### config.mk
export PLATFORM = sky130hd
export DESIGN_NAME = ulpi_reg_access
export DESIGN_NICKNAME = d
export VERILOG_FILES = /design/src/rtl/ulpi_reg_access.sv
export SDC_FILE = /design/constraint.sdc
export NUM_CORES = 1
export LEC_CHECK = 0
export ABC_CLOCK_PERIOD_IN_PS = 2700
export CAP_MARGIN = 40
export CORE_AREA = 4 4 76 78
export DETAILED_ROUTE_END_ITERATION = 10
export DIE_AREA = 0 0 80 82
export PLACE_DENSITY = 0.82
export SYNTH_ARGS = -nofsm -noshare
export SYNTH_HDL_FRONTEND = slang
export SYNTH_SLANG_ARGS = --single-unit
### constraint.sdc
create_clock -name clk -period 2.7 [get_ports clk]
set_clock_uncertainty 0.05 [all_clocks]
set_input_delay 0.405 -clock clk [delete_from_list [all_inputs] [get_ports clk]]
set_output_delay 0.405 -clock clk [all_outputs]
set_load 0.02 [all_outputs]
### src/rtl/ulpi_reg_access.sv
// ULPI register read/write engine with DIR-abort retry and bus-wait timeout.
// Define ULPI_REG_EXT_ADDR_EN to enable the extended-address (8-bit) sequence.
module ulpi_reg_access #(
    parameter int TIMEOUT_CYCLES = 255,
    parameter int MAX_RETRY      = 3
) (
    input  logic       clk,
    input  logic       rst,
    input  logic       REQ,
    input  logic       RW,
    input  logic [7:0] ADDR,
    input  logic [7:0] WDATA,
    output logic [7:0] RDATA,
    output logic       BUSY,
    output logic       DONE,
    output logic       ERR,
    input  logic       DIR,
    input  logic       NXT,
    output logic       STP,
    output logic [7:0] ULPI_DATA_OUT,
    input  logic [7:0] ULPI_DATA_IN,
    output logic       ULPI_OE
);
    localparam int TW   = $clog2(TIMEOUT_CYCLES + 1);
    localparam int RW_W = (MAX_RETRY > 0) ? $clog2(MAX_RETRY + 1) : 1;

    typedef enum logic [3:0] {
        S_IDLE,
        S_TXCMD,
`ifdef ULPI_REG_EXT_ADDR_EN
        S_EXT_ADDR,
`endif
        S_WR_DATA,
        S_WR_STP,
        S_RD_TURN,
        S_RD_DATA,
        S_RD_END,
        S_ABORT
    } state_t;

    state_t          r_state, w_state;
    logic            r_oe, w_oe;
    logic [7:0]      r_data, w_data;
    logic            r_stp, w_stp;
    logic            r_done, w_done;
    logic            r_err, w_err;
    logic            r_busy;
    logic [7:0]      r_rdata, w_rdata;
    logic [RW_W-1:0] r_retry, w_retry;
    logic [TW-1:0]   r_tmo, w_tmo;
    logic            r_rw, w_rw;
    logic [7:0]      r_wdata, w_wdata;
    logic [7:0]      r_txcmd, w_txcmd;
    logic            w_ext_req;
    logic [5:0]      w_a6;
    logic            w_cnt;
    logic            w_cont;
`ifdef ULPI_REG_EXT_ADDR_EN
    logic            r_ext, w_ext;
    logic [7:0]      r_addr, w_addr;
`endif

    assign w_ext_req = (ADDR > 8'h3F) || (ADDR == 8'h2F);
    assign w_a6      = w_ext_req ? 6'h2F : ADDR[5:0];

    always_comb begin
        w_state = r_state;
        w_oe    = r_oe;
        w_data  = r_data;
        w_stp   = r_stp;
        w_done  = 1'b0;
        w_err   = 1'b0;
        w_rdata = r_rdata;
        w_retry = r_retry;
        w_tmo   = '0;
        w_rw    = r_rw;
        w_wdata = r_wdata;
        w_txcmd = r_txcmd;
        w_cnt   = 1'b0;
        w_cont  = 1'b0;
`ifdef ULPI_REG_EXT_ADDR_EN
        w_ext   = r_ext;
        w_addr  = r_addr;
`endif
        unique case (r_state)
            S_IDLE: begin
                // Skip the ERR cycle so a still-held REQ is not rejected twice
                if (REQ && !DIR && !r_err) begin
`ifndef ULPI_REG_EXT_ADDR_EN
                    if (w_ext_req) begin
                        w_err = 1'b1;
                    end else
`endif
                    begin
                        w_rw    = RW;
                        w_wdata = WDATA;
                        w_txcmd = {1'b1, RW, w_a6};
                        w_data  = {1'b1, RW, w_a6};
                        w_oe    = 1'b1;
                        w_retry = '0;
                        w_state = S_TXCMD;
`ifdef ULPI_REG_EXT_ADDR_EN
                        w_ext   = w_ext_req;
                        w_addr  = ADDR;
`endif
                    end
                end
            end
            S_TXCMD: begin
                w_cnt = 1'b1;
                if (DIR) begin
                    w_state = S_ABORT;
                    w_oe    = 1'b0;
                    w_data  = 8'h00;
                end else if (NXT) begin
`ifdef ULPI_REG_EXT_ADDR_EN
                    if (r_ext) begin
                        w_data  = r_addr;
                        w_state = S_EXT_ADDR;
                    end else
`endif
                    w_cont = 1'b1;
                end
            end
`ifdef ULPI_REG_EXT_ADDR_EN
            S_EXT_ADDR: begin
                w_cnt = 1'b1;
                if (DIR) begin
                    w_state = S_ABORT;
                    w_oe    = 1'b0;
                    w_data  = 8'h00;
                end else if (NXT) begin
                    w_cont = 1'b1;
                end
            end
`endif
            S_WR_DATA: begin
                w_cnt = 1'b1;
                if (DIR) begin
                    w_state = S_ABORT;
                    w_oe    = 1'b0;
                    w_data  = 8'h00;
                end else if (NXT) begin
                    w_stp   = 1'b1;
                    w_data  = 8'h00;
                    w_state = S_WR_STP;
                end
            end
            S_WR_STP: begin
                w_stp   = 1'b0;
                w_oe    = 1'b0;
                w_data  = 8'h00;
                w_done  = 1'b1;
                w_state = S_IDLE;
            end
            S_RD_TURN: begin
                w_cnt = 1'b1;
                if (DIR) w_state = S_RD_DATA;
            end
            S_RD_DATA: begin
                if (!DIR) begin
                    w_err   = 1'b1;
                    w_state = S_IDLE;
                end else if (NXT) begin
                    w_state = S_ABORT;
                end else begin
                    w_rdata = ULPI_DATA_IN;
                    w_state = S_RD_END;
                end
            end
            S_RD_END: begin
                w_cnt = 1'b1;
                if (!DIR) begin
                    w_done  = 1'b1;
                    w_state = S_IDLE;
                end
            end
            S_ABORT: begin
                w_cnt = 1'b1;
                if (!DIR) begin
                    if (r_retry < RW_W'(MAX_RETRY)) begin
                        w_retry = r_retry + RW_W'(1);
                        w_data  = r_txcmd;
                        w_oe    = 1'b1;
                        w_state = S_TXCMD;
                    end else begin
                        w_err   = 1'b1;
                        w_state = S_IDLE;
                    end
                end
            end
            default: w_state = S_IDLE;
        endcase

        // Address phase accepted: read turns the bus around, write sends data
        if (w_cont) begin
            if (r_rw) begin
                w_oe    = 1'b0;
                w_data  = 8'h00;
                w_state = S_RD_TURN;
            end else begin
                w_data  = r_wdata;
                w_state = S_WR_DATA;
            end
        end

        if (w_cnt && (w_state == r_state)) begin
            if (r_tmo == TW'(TIMEOUT_CYCLES - 1)) begin
                w_err   = 1'b1;
                w_oe    = 1'b0;
                w_stp   = 1'b0;
                w_data  = 8'h00;
                w_state = S_IDLE;
            end else begin
                w_tmo = r_tmo + TW'(1);
            end
        end
    end

    always_ff @(posedge clk or posedge rst) begin
        if (rst) begin
            r_state <= S_IDLE;
            r_oe    <= 1'b0;
            r_data  <= 8'h00;
            r_stp   <= 1'b0;
            r_done  <= 1'b0;
            r_err   <= 1'b0;
            r_busy  <= 1'b0;
            r_rdata <= 8'h00;
            r_retry <= '0;
            r_tmo   <= '0;
            r_rw    <= 1'b0;
            r_wdata <= 8'h00;
            r_txcmd <= 8'h00;
`ifdef ULPI_REG_EXT_ADDR_EN
            r_ext   <= 1'b0;
            r_addr  <= 8'h00;
`endif
        end else begin
            r_state <= w_state;
            r_oe    <= w_oe;
            r_data  <= w_data;
            r_stp   <= w_stp;
            r_done  <= w_done;
            r_err   <= w_err;
            r_busy  <= (w_state != S_IDLE);
            r_rdata <= w_rdata;
            r_retry <= w_retry;
            r_tmo   <= w_tmo;
            r_rw    <= w_rw;
            r_wdata <= w_wdata;
            r_txcmd <= w_txcmd;
`ifdef ULPI_REG_EXT_ADDR_EN
            r_ext   <= w_ext;
            r_addr  <= w_addr;
`endif
        end
    end

    assign ULPI_DATA_OUT = r_data;
    assign ULPI_OE       = r_oe;
    assign STP           = r_stp;
    assign DONE          = r_done;
    assign ERR           = r_err;
    assign BUSY          = r_busy;
    assign RDATA         = r_rdata;
endmodule

==> results_dict.tcl, run 1 <==
set metrics [dict create \
    outcome "finished clean" \
    fin_nets 314 \
    cts_sinks 51 \
    numCtsBuffers 5 \
    placeableCoreArea_sq_um 5070 \
    portBuffers 50 \
    fp.dieH_microns 82 \
    drt_wl_total_microns 5350 \
    cts-root-buf "clkbuf_8" \
    cpLargestDelayFamily "compound AO/OA/AOI/OAI gates" \
    power.total_mw 2.72 \
    synth_ff_type "dfrtp_1" \
    rsz0062_at_grt "false" \
    synth_nets 256 \
    critical_path.slowest_cell "dfrtp_1" \
    netlist_top_cells_count "dfrtp_1 (51), mux2_2 (22), nand2_1 (18)" \
    ios 51 \
    track_usage_pct 17.5 \
    via_per_inst 5.47 \
    crit_path_end_kind "register" \
    p_sw_uw 975 \
    cpPeakStageDelay_ps 600 \
    slew_viol_final 0 \
    postSynthCellCount 223 \
    overflow 0 \
    drv_cap 0 \
    dpl.hpwl_microns 4050 \
    yosysSeqAreaShare_pct 49.9 \
    antenna_found_initial 0 \
    final-hold-violation-count 0 \
    synth_top_area_share_pct 49.9 \
    clock_power_share_pct 17.5 \
    ys.warnings.count 0 \
    fmax_mhz 408 \
    yosysUniqueCellTypes 57 \
    critPathRequiredTime_ps 2820 \
    power_density_nw_per_um2 830 \
    max_slew_margin_pct 60.7 \
    start_util_pct 50.4 \
    clock_path_buffers 2 \
    holdBufCountCts 0 \
    post_cts_resized 0 \
    path_clk_slew_ps 90 \
    vias 1925 \
    power_frac_seq_pct 43.5 \
    firstDrtPassIters 5 \
    area_delta_synth_final_pct 28.2 \
    die_w_microns 80 \
    vdd_ir_drop_max_v 0.000522 \
    die-area_sq_um 6560 \
    tightestPinTransition_ps 590 \
    synth-seq-cells 51 \
    grt_max_degree 31 \
    layout-drive-gt1-share_pct 19.9 \
    swShare_pct 35.8 \
    fin_setup_tns_ps 0 \
    wl_per_cell_microns 15.2 \
    start_kind "register" \
    pwr-share-comb_pct 39.0 \
    yosysMostFrequentCell "dfrtp_1" \
    fp-row-count 26 \
    diodes 0 \
    rrSetupSlack_ps 250 \
    arrival_ps 2570 \
    cts_tree "yes" \
    syn_avg_cell_area_sq_um 11.5 \
    period_share_pct 90.8 \
    drt_iter0_drc 95 \
    grt_pass1_wl_microns 8950 \
    post_cts_buffers 0 \
    h-tree-depth 2 \
    synth_edf_count 0 \
    drc 0 \
    min_path_type "primary input to asynchronous set/reset pin" \
    p_int_mw 1.75 \
    grt_pass1_vias 1958 \
    worstSetupPathType "register to register" \
    setup_ws_ps 250 \
    antenna_left 0 \
    finalSetupViolCount 0 \
    place_congestion 0.816 \
    crit_chain "and3b_1, a2111oi_4, o21a_1, o211ai_1, nor3_2, buf_4, a21oi_1" \
    leakagePower_nw 1.39 \
    clkLatencyLatePin_ps 300 \
    pre_cts_ws_ps 21.2 \
    yosys.area.top_type "dfrtp_1" \
    cp_max_fo 18 \
    min_period_ps 2450 \
    async_flop_share_pct 100 \
    cp_num_buf_inv 1 \
    yosys-top-cells-area "dfrtp_1 (50%), mux2_2 (9.7%), a21oi_1 (2.7%)" \
    synth_area_sq_um 2560 \
]
==> routing by layer <==
metal | wire length (microns) | up-vias | GRT usage, % | share of wire, %
met4 | 56 | 0 | 6.76 | 1.0
met2 | 2700 | 49 | 28.9 | 50
met3 | 301 | 4 | 4.28 | 5.6
met1 | 2290 | 939 | 22.2 | 43
met5 | 0 | - | 0 | 0
li1 | - | 933 | - | -
==> final timing paths <==
check,start,end,depth (start not counted)
max in group asynchronous,rst,r_txcmd[1]$_DFFE_PP0P_,3
min in group clk,r_txcmd[7]$_DFFE_PP0P_,r_txcmd[7]$_DFFE_PP0P_,1
min,rst,r_wdata[7]$_DFFE_PP0P_,2
max reg2reg,r_state[1]$_DFF_PP0_,ULPI_DATA_OUT[3]$_DFF_PP0_,7
min reg2reg,r_txcmd[7]$_DFFE_PP0P_,r_txcmd[7]$_DFFE_PP0P_,1
max,r_state[1]$_DFF_PP0_,ULPI_DATA_OUT[3]$_DFF_PP0_,7
==> layout make-up <==
type / instances / area, sq um
Timing Repair Buffer: 63 / 623
Clock buffer: 7 / 96.3
Clock inverter: 1 / 7.51
Multi-Input combinational cell: 156 / 1170
Inverter: 4 / 15.0
Sequential cell: 51 / 1280
Fill cell: 421 / 1790
Tap cell: 70 / 87.6
==> cell families after synthesis <==
group / synth area share, %
and+or+nand+nor: 17.5
AOI/OAI and AO/OA: 14.3
xor gates and xnor gates: 2.39
adders and majority gates: 1.47
muxes: 10.1
DFF: 49.9
other: 0.146
buffers and inverters: 4.25
==> power by group through the flow <==
| stage | combinational [mW] | sequential (mW) | clock (mW) |
|---|---|---|---|
| floorplan | 0.715 | 1.21 | 0 |
| global placement | 1.03 | 1.19 | 0 |
| detailed placement | 1.07 | 1.20 | 0 |
| CTS | 1.07 | 1.18 | 0.488 |
| global route | 1.16 | 1.22 | 0.528 |
| finish | 1.06 | 1.18 | 0.475 |
==> flip-flops by register name (all words and copies together) (netlist names) <==
name	count
BUSY	1
DONE	1
r_retry	2
ULPI_OE	1
r_state	4
r_wdata	8
r_txcmd	8
RDATA	8
STP	1
ERR	1
r_tmo	8
ULPI_DATA_OUT	8
==> layout by cell type, fill, tap and decap left out, types with 3 or more instances in the layout <==
cell / netlist / routed
dfrtp_1: 51 / 51
clkdlybuf4s50_1: 0 / 50
mux2_2: 22 / 22
nand2_1: 18 / 18
nor2_1: 17 / 17
a21oi_1: 14 / 14
buf_4: 1 / 11
nor4_1: 8 / 8
clkbuf_8: 0 / 7
a222oi_1: 6 / 6
xnor2_1: 4 / 4
nand3_1: 4 / 4
or2_1: 3 / 3
or2_2: 3 / 3
nand2b_1: 3 / 3
inv_1: 4 / 3
xor2_1: 3 / 3
o21ai_0: 3 / 3
ha_1: 3 / 3
==> through the flow <==
stage / instance area (sq um) / hold slack (ps) / utilization (%) / std cells
3_3_place_gp: 3180 / 407 / 62.6 / 344
2_1_floorplan: 2560 / 385 / - / 223
5_1_grt: 3280 / 430 / 64.6 / 352
3_5_place_dp: 3180 / 419 / 62.6 / 344
4_1_cts: 3280 / 389 / 64.6 / 352
6_report: 3280 / 377 / 64.6 / 352
==> worst reg2reg max path, delay by kind of cell, from the launching register on <==
| kind | cells | cell delay (ps) |
|---|---|---|
| AOI/OAI and AO/OA | 4 | 790 |
| DFF | 1 | 600 |
| buffers and inverters | 1 | 250 |
| and+or+nand+nor | 2 | 640 |
Power figures use the tool's default switching activity.
==> run 2, diff against run 1 <==
--- a/config.mk
+++ b/config.mk
@@ -5,6 +5,7 @@
 export SDC_FILE = /design/constraint.sdc
 export NUM_CORES = 1
 export LEC_CHECK = 0
+export ABC_AREA = 0
 export ABC_CLOCK_PERIOD_IN_PS = 2700
 export CAP_MARGIN = 40
 export CORE_AREA = 4 4 76 78
==> results of run 2 <==
The final DEF is identical to that of run 1; final timing and power are the same.
